--- config.mk ---
export PLATFORM = sky130hd
export DESIGN_NAME = instruction_buffer_flat
export DESIGN_NICKNAME = d
export VERILOG_FILES = /design/src/rtl/instruction_buffer_if.sv /design/src/rtl/instruction_buffer.sv /design/src/flat_wrapper.sv
export SDC_FILE = /design/constraint.sdc
export NUM_CORES = 1
export LEC_CHECK = 0
export ABC_AREA = 1
export BUFFER_PORTS_ARGS = -buffer_cell sky130_fd_sc_hd__buf_4
export CAP_MARGIN = 10
export CORE_MARGIN = 2
export CORE_UTILIZATION = 50
export DETAILED_ROUTE_END_ITERATION = 16
export PLACE_DENSITY = 0.7
export SLEW_MARGIN = 15
export SYNTH_ARGS = -nofsm -noshare
export SYNTH_HDL_FRONTEND = slang
export SYNTH_HIERARCHICAL = 1
export SYNTH_SLANG_ARGS = --single-unit
--- constraint.sdc ---
create_clock -name clk_i -period 8.45 [get_ports clk_i]
set_input_delay 1.2675 -clock clk_i [delete_from_list [all_inputs] [get_ports clk_i]]
set_output_delay 1.2675 -clock clk_i [all_outputs]
set_load 0.1 [all_outputs]
--- src/rtl/instruction_buffer_if.sv ---
// Decoder/fetcher/dispatch side bundle of the per-warp instruction buffer.
// The master modport is the surrounding pipeline; the slave modport is the buffer itself.
interface instruction_buffer_if #(
    parameter int PcWidth   = 32,
    parameter int NumWarps  = 8,
    parameter int WarpWidth = 32,
    parameter int InstWidth = 32
);
    localparam int WidW = (NumWarps > 1) ? $clog2(NumWarps) : 1;

    logic [NumWarps-1:0]           ib_space_available_o;
    logic                          fe_handshake_i;
    logic [WidW-1:0]               fe_warp_id_i;
    logic                          dec_valid_i;
    logic [WidW-1:0]               dec_warp_id_i;
    logic [PcWidth-1:0]            dec_pc_i;
    logic [WarpWidth-1:0]          dec_act_mask_i;
    logic [InstWidth-1:0]          dec_inst_i;
    logic [NumWarps-1:0]           ib_valid_o;
    logic [NumWarps*PcWidth-1:0]   ib_pc_o;
    logic [NumWarps*WarpWidth-1:0] ib_act_mask_o;
    logic [NumWarps*InstWidth-1:0] ib_inst_o;
    logic [NumWarps-1:0]           disp_pop_i;

    modport master (
        input  ib_space_available_o, ib_valid_o, ib_pc_o, ib_act_mask_o, ib_inst_o,
        output fe_handshake_i, fe_warp_id_i, dec_valid_i, dec_warp_id_i,
               dec_pc_i, dec_act_mask_i, dec_inst_i, disp_pop_i
    );

    modport slave (
        output ib_space_available_o, ib_valid_o, ib_pc_o, ib_act_mask_o, ib_inst_o,
        input  fe_handshake_i, fe_warp_id_i, dec_valid_i, dec_warp_id_i,
               dec_pc_i, dec_act_mask_i, dec_inst_i, disp_pop_i
    );
endinterface

--- src/rtl/instruction_buffer.sv ---
// Per-warp instruction FIFOs with fetch credits: a slot is reserved on I-cache accept
// and filled when the decoder delivers the instruction.
module instruction_buffer_chk #(
    parameter int NumWarps = 8,
    parameter int WidW     = 3
) (
    input logic                clk_i,
    input logic                rst_i,
    input logic                fe_handshake_i,
    input logic [WidW-1:0]     fe_warp_id_i,
    input logic                dec_valid_i,
    input logic [WidW-1:0]     dec_warp_id_i,
    input logic [NumWarps-1:0] disp_pop_i,
    input logic [NumWarps-1:0] space_i,
    input logic [NumWarps-1:0] resv_nz_i,
    input logic [NumWarps-1:0] used_nz_i,
    input logic [NumWarps-1:0] over_i
);
    // Protocol and invariant checks, sampled on every rising edge outside reset.
    always_ff @(posedge clk_i) begin
        if (!rst_i) begin
            a_fetch_credit: assert (!(fe_handshake_i && !space_i[fe_warp_id_i]));
            a_write_resv:   assert (!(dec_valid_i && !resv_nz_i[dec_warp_id_i]));
            a_pop_nonempty: assert ((disp_pop_i & ~used_nz_i) == {NumWarps{1'b0}});
            a_capacity:     assert (over_i == {NumWarps{1'b0}});
        end
    end
endmodule

module instruction_buffer #(
    parameter int PcWidth   = 32,
    parameter int NumWarps  = 8,
    parameter int WarpWidth = 32,
    parameter int InstWidth = 32,
    parameter int IbDepth   = 2
) (
    input logic                  clk_i,
    input logic                  rst_i,
    instruction_buffer_if.slave  ib
);
    localparam int WidW = (NumWarps > 1) ? $clog2(NumWarps) : 1;
    localparam int PtrW = (IbDepth > 1) ? $clog2(IbDepth) : 1;
    localparam int CntW = $clog2(IbDepth + 1);
    localparam logic [PtrW-1:0] PtrLast  = PtrW'(IbDepth - 1);
    localparam logic [CntW:0]   CntDepth = (CntW + 1)'(IbDepth);

    logic [CntW-1:0]      r_used   [NumWarps];
    logic [CntW-1:0]      r_resv   [NumWarps];
    logic [PtrW-1:0]      r_rd_ptr [NumWarps];
    logic [PtrW-1:0]      r_wr_ptr [NumWarps];
    logic [PcWidth-1:0]   r_pc     [NumWarps][IbDepth];
    logic [WarpWidth-1:0] r_mask   [NumWarps][IbDepth];
    logic [InstWidth-1:0] r_inst   [NumWarps][IbDepth];

    logic [NumWarps-1:0]  w_fetch;
    logic [NumWarps-1:0]  w_write;
    logic [NumWarps-1:0]  w_pop;
    logic [NumWarps-1:0]  w_space;
    logic [NumWarps-1:0]  w_resv_nz;
    logic [NumWarps-1:0]  w_used_nz;
    logic [NumWarps-1:0]  w_over;
    logic [CntW-1:0]      w_used_nxt [NumWarps];
    logic [CntW-1:0]      w_resv_nxt [NumWarps];
    logic [CntW:0]        w_total    [NumWarps];

    function automatic logic [PtrW-1:0] ptr_inc(input logic [PtrW-1:0] p);
        return (p == PtrLast) ? PtrW'(0) : p + PtrW'(1);
    endfunction

    // Per-warp event decode and next-count arithmetic; pops of empty warps are dropped.
    always_comb begin
        for (int w = 0; w < NumWarps; w++) begin
            w_fetch[w]    = ib.fe_handshake_i && (ib.fe_warp_id_i == WidW'(w));
            w_write[w]    = ib.dec_valid_i && (ib.dec_warp_id_i == WidW'(w));
            w_used_nz[w]  = (r_used[w] != CntW'(0));
            w_resv_nz[w]  = (r_resv[w] != CntW'(0));
            w_pop[w]      = ib.disp_pop_i[w] && w_used_nz[w];
            w_total[w]    = {1'b0, r_used[w]} + {1'b0, r_resv[w]};
            w_space[w]    = (w_total[w] < CntDepth);
            w_over[w]     = (w_total[w] > CntDepth);
            w_used_nxt[w] = (r_used[w] + CntW'(w_write[w])) - CntW'(w_pop[w]);
            w_resv_nxt[w] = (r_resv[w] + CntW'(w_fetch[w])) - CntW'(w_write[w]);
        end
    end

    // Counters and pointers; reset discards all entries and outstanding reservations.
    always_ff @(posedge clk_i) begin
        if (rst_i) begin
            for (int w = 0; w < NumWarps; w++) begin
                r_used[w]   <= CntW'(0);
                r_resv[w]   <= CntW'(0);
                r_rd_ptr[w] <= PtrW'(0);
                r_wr_ptr[w] <= PtrW'(0);
            end
        end else begin
            for (int w = 0; w < NumWarps; w++) begin
                r_used[w]   <= w_used_nxt[w];
                r_resv[w]   <= w_resv_nxt[w];
                r_rd_ptr[w] <= w_pop[w]   ? ptr_inc(r_rd_ptr[w]) : r_rd_ptr[w];
                r_wr_ptr[w] <= w_write[w] ? ptr_inc(r_wr_ptr[w]) : r_wr_ptr[w];
            end
        end
    end

    // Entry storage carries no reset: contents are only observed behind ib_valid_o.
    always_ff @(posedge clk_i) begin
        for (int w = 0; w < NumWarps; w++) begin
            if (w_write[w]) begin
                r_pc[w][r_wr_ptr[w]]   <= ib.dec_pc_i;
                r_mask[w][r_wr_ptr[w]] <= ib.dec_act_mask_i;
                r_inst[w][r_wr_ptr[w]] <= ib.dec_inst_i;
            end
        end
    end

    // Head view is read straight from storage; a fresh write shows up one cycle later.
    always_comb begin
        ib.ib_space_available_o = w_space;
        ib.ib_valid_o           = w_used_nz;
        ib.ib_pc_o              = {(NumWarps*PcWidth){1'b0}};
        ib.ib_act_mask_o        = {(NumWarps*WarpWidth){1'b0}};
        ib.ib_inst_o            = {(NumWarps*InstWidth){1'b0}};
        for (int w = 0; w < NumWarps; w++) begin
            ib.ib_pc_o[w*PcWidth +: PcWidth]           = r_pc[w][r_rd_ptr[w]];
            ib.ib_act_mask_o[w*WarpWidth +: WarpWidth] = r_mask[w][r_rd_ptr[w]];
            ib.ib_inst_o[w*InstWidth +: InstWidth]     = r_inst[w][r_rd_ptr[w]];
        end
    end

    instruction_buffer_chk #(
        .NumWarps (NumWarps),
        .WidW     (WidW)
    ) u_chk (
        .clk_i          (clk_i),
        .rst_i          (rst_i),
        .fe_handshake_i (ib.fe_handshake_i),
        .fe_warp_id_i   (ib.fe_warp_id_i),
        .dec_valid_i    (ib.dec_valid_i),
        .dec_warp_id_i  (ib.dec_warp_id_i),
        .disp_pop_i     (ib.disp_pop_i),
        .space_i        (w_space),
        .resv_nz_i      (w_resv_nz),
        .used_nz_i      (w_used_nz),
        .over_i         (w_over)
    );
endmodule
--- src/flat_wrapper.sv ---
// flat-port wrapper written by rule: the top's interface ports become plain ports
module instruction_buffer_flat 
#(
    parameter int PcWidth   = 32,
    parameter int NumWarps  = 8,
    parameter int WarpWidth = 32,
    parameter int InstWidth = 32,
    parameter int IbDepth   = 2
)
  (clk_i, rst_i, ib_ib_space_available_o, ib_ib_valid_o, ib_ib_pc_o, ib_ib_act_mask_o, ib_ib_inst_o, ib_fe_handshake_i, ib_fe_warp_id_i, ib_dec_valid_i, ib_dec_warp_id_i, ib_dec_pc_i, ib_dec_act_mask_i, ib_dec_inst_i, ib_disp_pop_i);
  instruction_buffer_if #(.PcWidth(PcWidth), .NumWarps(NumWarps), .WarpWidth(WarpWidth), .InstWidth(InstWidth)) ib_i ();
  input logic clk_i;
  input logic rst_i;
  output wire logic [$bits(ib_i.ib_space_available_o)-1:0] ib_ib_space_available_o;
  output wire logic [$bits(ib_i.ib_valid_o)-1:0] ib_ib_valid_o;
  output wire logic [$bits(ib_i.ib_pc_o)-1:0] ib_ib_pc_o;
  output wire logic [$bits(ib_i.ib_act_mask_o)-1:0] ib_ib_act_mask_o;
  output wire logic [$bits(ib_i.ib_inst_o)-1:0] ib_ib_inst_o;
  input wire logic [$bits(ib_i.fe_handshake_i)-1:0] ib_fe_handshake_i;
  input wire logic [$bits(ib_i.fe_warp_id_i)-1:0] ib_fe_warp_id_i;
  input wire logic [$bits(ib_i.dec_valid_i)-1:0] ib_dec_valid_i;
  input wire logic [$bits(ib_i.dec_warp_id_i)-1:0] ib_dec_warp_id_i;
  input wire logic [$bits(ib_i.dec_pc_i)-1:0] ib_dec_pc_i;
  input wire logic [$bits(ib_i.dec_act_mask_i)-1:0] ib_dec_act_mask_i;
  input wire logic [$bits(ib_i.dec_inst_i)-1:0] ib_dec_inst_i;
  input wire logic [$bits(ib_i.disp_pop_i)-1:0] ib_disp_pop_i;
  assign ib_ib_space_available_o = ib_i.ib_space_available_o;
  assign ib_ib_valid_o = ib_i.ib_valid_o;
  assign ib_ib_pc_o = ib_i.ib_pc_o;
  assign ib_ib_act_mask_o = ib_i.ib_act_mask_o;
  assign ib_ib_inst_o = ib_i.ib_inst_o;
  assign ib_i.fe_handshake_i = ib_fe_handshake_i;
  assign ib_i.fe_warp_id_i = ib_fe_warp_id_i;
  assign ib_i.dec_valid_i = ib_dec_valid_i;
  assign ib_i.dec_warp_id_i = ib_dec_warp_id_i;
  assign ib_i.dec_pc_i = ib_dec_pc_i;
  assign ib_i.dec_act_mask_i = ib_dec_act_mask_i;
  assign ib_i.dec_inst_i = ib_dec_inst_i;
  assign ib_i.disp_pop_i = ib_disp_pop_i;
  instruction_buffer #(.PcWidth(PcWidth), .NumWarps(NumWarps), .WarpWidth(WarpWidth), .InstWidth(InstWidth), .IbDepth(IbDepth)) u_core (.clk_i(clk_i), .rst_i(rst_i), .ib(ib_i));
endmodule
# Word level (Yosys, flattened, before mapping)
# Memory sizes are Yosys's and may differ from the RTL's.
# Index checks and enable logic that the tools add are counted.
word_totals:
  ff_bits: 0
  ram_bits: 1584
  in_bits: 114
  word_cells: 454
  mem_count: 7
classes:
  n_addsub: 56
  order_cmp: 32
  eq_ne: 14
  muxes: 234
  bitwise: 48
  n_reduce_logical: 63
memory_table:
  columns: ["name", "depth", "word_bits", "read_ports", "rd_clocked_by_memory_dff", "write_ports", "line_no", "text"]
  rows:
  - ["u_core.r_inst", 8, 64, 8, 0, 1, "instruction_buffer.sv:53", "logic [InstWidth-1:0] r_inst [NumWarps][IbDepth];"]
  - ["u_core.r_mask", 8, 64, 8, 0, 1, "instruction_buffer.sv:52", "logic [WarpWidth-1:0] r_mask [NumWarps][IbDepth];"]
  - ["u_core.r_pc", 8, 64, 8, 0, 1, "instruction_buffer.sv:51", "logic [PcWidth-1:0] r_pc [NumWarps][IbDepth];"]
  - ["u_core.r_resv", 8, 2, 8, 0, 8, "instruction_buffer.sv:48", "logic [CntW-1:0] r_resv [NumWarps];"]
  - ["u_core.r_used", 8, 2, 8, 0, 8, "instruction_buffer.sv:47", "logic [CntW-1:0] r_used [NumWarps];"]
  - ["u_core.r_rd_ptr", 8, 1, 8, 0, 8, "instruction_buffer.sv:49", "logic [PtrW-1:0] r_rd_ptr [NumWarps];"]
  - ["+1 memories", null, null, null, null, null, null, null]
op_table:
  columns: ["operator", "n"]
  rows:
  - ["$mux 64", 50]
  - ["$mux 32", 80]
  - ["$reduce_or 64->1", 21]
  - ["$demux 32 s1", 8]
  - ["$mux 3", 21]
  - ["$mux 1", 59]
  - ["$add 2x1->2", 16]
  - ["$ge 2x2->1 const B", 16]
  - ["$logic_and 1x1->1", 32]
  - ["$mux 2", 16]
  - ["$not 1->2", 16]
  - ["$or 1x1->1", 32]
  - ["$sub 2x1->2", 16]
  - ["$add 2x2->3", 8]
  - ["$eq 3x3->1 const B", 8]
  - ["$lt 3x2->1 const B", 8]
  - ["$add 1x1->1 const B", 16]
  - ["$lt 2x1->1 const B", 8]
  - ["$reduce_bool 2->1", 8]
  - ["$eq 3x2->1 const B", 4]
  - ["$eq 3x1->1 const B", 2]
  - ["$logic_not 3->1", 2]

# Longest topological paths before layout
logic_depth:
  depth_word: 14
  depth_mapped: 12
  mapped_depth_nobuf: 12

# Worst setup path before layout
# Ideal clock, no wire load.
synth_path:
  path_kind: "input to register"
  from: "input port ib_dec_warp_id_i[2]"
  to: "memory u_core/r_inst[0][100] in the netlist's numbering, enable pin"
  setup_time_ns: 0.668
  arrival_time_ns: 8.042
  setup_slack_ns: -0.260
  path_stages: 3
  path_buffers: 0
  cell_sequence: "inv_1 nand2_1 nor3_1"
synth_via:
  elab_chain_len: 12
synth_lines:
  columns: ["item", "line_no", "text"]
  rows:
  - ["start, declared", "flat_wrapper.sv:22", "input wire logic [$bits(ib_i.dec_warp_id_i)-1:0] ib_dec_warp_id_i;"]
  - ["$eq 3x1->1", "instruction_buffer.sv:74", "w_write[w] = ib.dec_valid_i && (ib.dec_warp_id_i == WidW'(w));"]
  - ["$logic_and 1x1->1", "instruction_buffer.sv:74", null]
  - ["$mux 1", "instruction_buffer.sv:108", "if (w_write[w]) begin"]
  - ["$mux 64 (not written as such)", "instruction_buffer.sv:111", "r_inst[w][r_wr_ptr[w]] <= ib.dec_inst_i;"]
  - ["$reduce_or 64->1 (no source line)", null, null]
  - ["$mux 3 (no source line) or $mux 64 (tied branches) (7 in series)", null, null]
  - ["end, declared", "instruction_buffer.sv:53", null]
# Parallel ways exist; a longest one is shown, timed or not.

==> metrics <==
status complete, no violations; vias per std cell 5.42; flop and latch count out of synthesis 1584; clock tree buffer depth 3; area post-placement 0.0674 mm²; die height 347 µm; register share of total power 39.6%; worst vdd ir 0.243 mV; fmax 224 MHz; Critical Path RT 7.18 ns; Slowest-stage cell, CP dfxtp_4; WL/cell 27.9 µm; Startpoint Class register; row cnt 126; die area 0.121 mm²; Top delay family on crit path flip-flops; post_cts resized 0; antenna violations before repair 7; Post-CTS Hold Buffers 0; Synth area leader edfxtp_1; Worst Tran Pin Value 1.30 ns; CP cell instances buf_4, mux2_2, buf_4; sequential area share after synthesis 79.8%; final instance area 0.0724 mm²; Max stage delay on crit path 1.09 ns; sequential cell area 0.0471 mm²; Slew headroom 13.1%; CP dominant cell by count buf_4; min Tclk post-route 4.47 ns; Routed Antenna Nets 0; setup TNS 0 ns; switching power as a share of total power 37.6%; syn_nets 3022; WL final 155000 µm; Finished Core Util 61.5%; WS Path Type reg -> out; DRC violations left 0; Internal 14100 µW; CTS tree done; worst-path maximum fanout 60; RR Endpoint u_core/r_pc[0][142]; Hold Path Class reg -> reg; routed via count 30000; Max Cap Violations 0; Tot Pwr 22500 µW; DRT iter0 DRCs 2111; Switch Pwr 8470 µW; Initial Util 50.2%; total CTS buffers 158; reg-to-reg slack, setup 5.82 ns; top-count cell post-synth edfxtp_1; hold-critical path endpoint u_core/r_resv[0][7]; insertion delay to the later sink of the worst-skew pair 0.77 ns; Fin Clk Skew 0.0538 ns; ys flop type edfxtp_1; worst path bufs/invs 2; final hold violation count 0; clock share of power 29.5%; Yosys top cell area share 78.2%; Root Buffer clkbuf_16; largest net degree at the start of global routing 97; layout cells sized above 1 48.5%; Clock transition at path regs 0.05 ns; CP endpoint kind primary output; max-slew violations 0; min-delay src u_core/r_resv[0][7]; HPWL after DPL 98500 µm; post-synthesis async set-or-reset flop share 0%; core area 0.118 mm²; vias in the first global route 30300; H-tree Lvls 4; GP Congestion 0.848; top cells by instance count after synthesis 1536 x edfxtp_1, 624 x mux2_2, 144 x mux2_4; RSZ-0062 raised after global routing false; synth warn 6; Syn-to-layout area delta 22.7%; P per Cell Area 311 mW/mm²; TritonRoute pass-1 iters 6; count of cell types in the netlist 15; hold slack 0.501 ns; setup violators final 0; Post-Syn Instances 2868; nets 4023; Worst Path Arrival 3.20 ns; leakage power 0.0257 µW; Combinational Power Share 30.9%; reg2reg path depth 3; post-CTS setup buffers 0; Area contributors post-synth edfxtp_1 78%, mux2_2 12%, mux2_4 3.7%; first-pass GRT wire length 215000 µm; # fillers 8366; Post-synth EDFFs 1536; grt total ovfl 0; IO Port Bufs 897; Avg Inst Size Synth 20.6 µm²; r2r startpoint u_core/r_wr_ptr[2]; Post-Syn Area 0.0590 mm²; Final period util 52.8%; Clock Sinks 1584; die width 347 µm; multi-input logic area 0.0109 mm²; Cells on Worst Hold Path 2; Total Routing Usage GR 25.1%; Ports 898
[registers in the layout, summed over array words and instances, names as in the netlist]
signal           cells
u_core/r_used       16
u_core/r_inst      512
u_core/r_pc        512
u_core/r_resv       16
u_core/r_wr_ptr      8
u_core/r_rd_ptr      8
u_core/r_mask      512
[tightest hold or removal path, stage by stage (launching register included)]
cell and delay [ns]:
dfxtp_1 0.32, nor2_1 0.10, nor2_1 0.05
[cell type report]
type | instances | share of cell area, %
timing repair buffer | 934 | 9.77
clock inverter | 80 | 0.911
inverter | 119 | 0.673
sequential | 1584 | 65.1
multi-input combinational | 1072 | 15.0
antenna | 3 | 0.0104
clock buffer | 207 | 5.88
tap | 1536 | 2.66
[cells in the final DEF (no fill, tap or decap), drive strengths merged]
| cell | synthesis | layout |
|---|---|---|
| buf | 92 | 934 |
| clkinv | 0 | 64 |
| diode | 0 | 3 |
| inv | 119 | 125 |
| ha | 32 | 32 |
| nor3 | 8 | 8 |
| mux2 | 768 | 768 |
| dfxtp | 48 | 48 |
| bufinv | 0 | 7 |
| edfxtp | 1536 | 1536 |
| clkinvlp | 0 | 3 |
| nand3 | 15 | 15 |
| nor2 | 100 | 100 |
| clkbuf | 1 | 207 |
| nand2 | 133 | 133 |
| o21a | 8 | 8 |
| fa | 8 | 8 |
[stage by stage]
stage	cells	worst slack, ns
floorplan	2868	-0.260
global placement	5244	4.53
detailed placement	5244	4.51
CTS	5531	3.88
global route	5535	3.85
finish	5535	3.98
[metal layers]
| metal | share of wire, % | up-vias | GRT usage [%] |
|---|---|---|---|
| met5 | 0 | - | 0 |
| met4 | 5.3 | 0 | 13.0 |
| met3 | 7.8 | 304 | 6.98 |
| met2 | 50 | 1209 | 42.5 |
| met1 | 37 | 15500 | 29.1 |
| li1 | - | 13000 | - |
[power by group through the flow]
stage	sequential, µW	clock, µW	combinational, µW
after floorplan	8960	0	5650
after global placement	9080	0	6980
after detailed placement	9090	0	6990
after CTS	8930	6770	7010
after global routing	8940	7070	7130
final	8920	6640	6970
[worst max-delay path by stage]
stage                                        to                  start  depth (start not counted)
after floorplan            u_core/r_inst[0][32]    ib_dec_warp_id_i[2]                          3
after global placement    u_core/r_inst[0][152]    ib_dec_warp_id_i[2]                          5
after detailed placement  u_core/r_mask[1][197]         ib_dec_valid_i                          6
after CTS                 ib_ib_act_mask_o[170]  u_core/r_rd_ptr[0][5]                          3
after global routing      ib_ib_act_mask_o[161]  u_core/r_rd_ptr[0][5]                          3
final                     ib_ib_act_mask_o[161]  u_core/r_rd_ptr[0][5]                          3
[cells by family after synthesis]
group / Yosys count / synth area share [%]
fa+ha+maj: 40 / 0.950
simple gates: 256 / 1.68
mux: 768 / 15.6
flops: 1584 / 79.8
compound gates: 8 / 0.102
buf+inv: 212 / 1.88
Power figures use the tool's default switching activity.
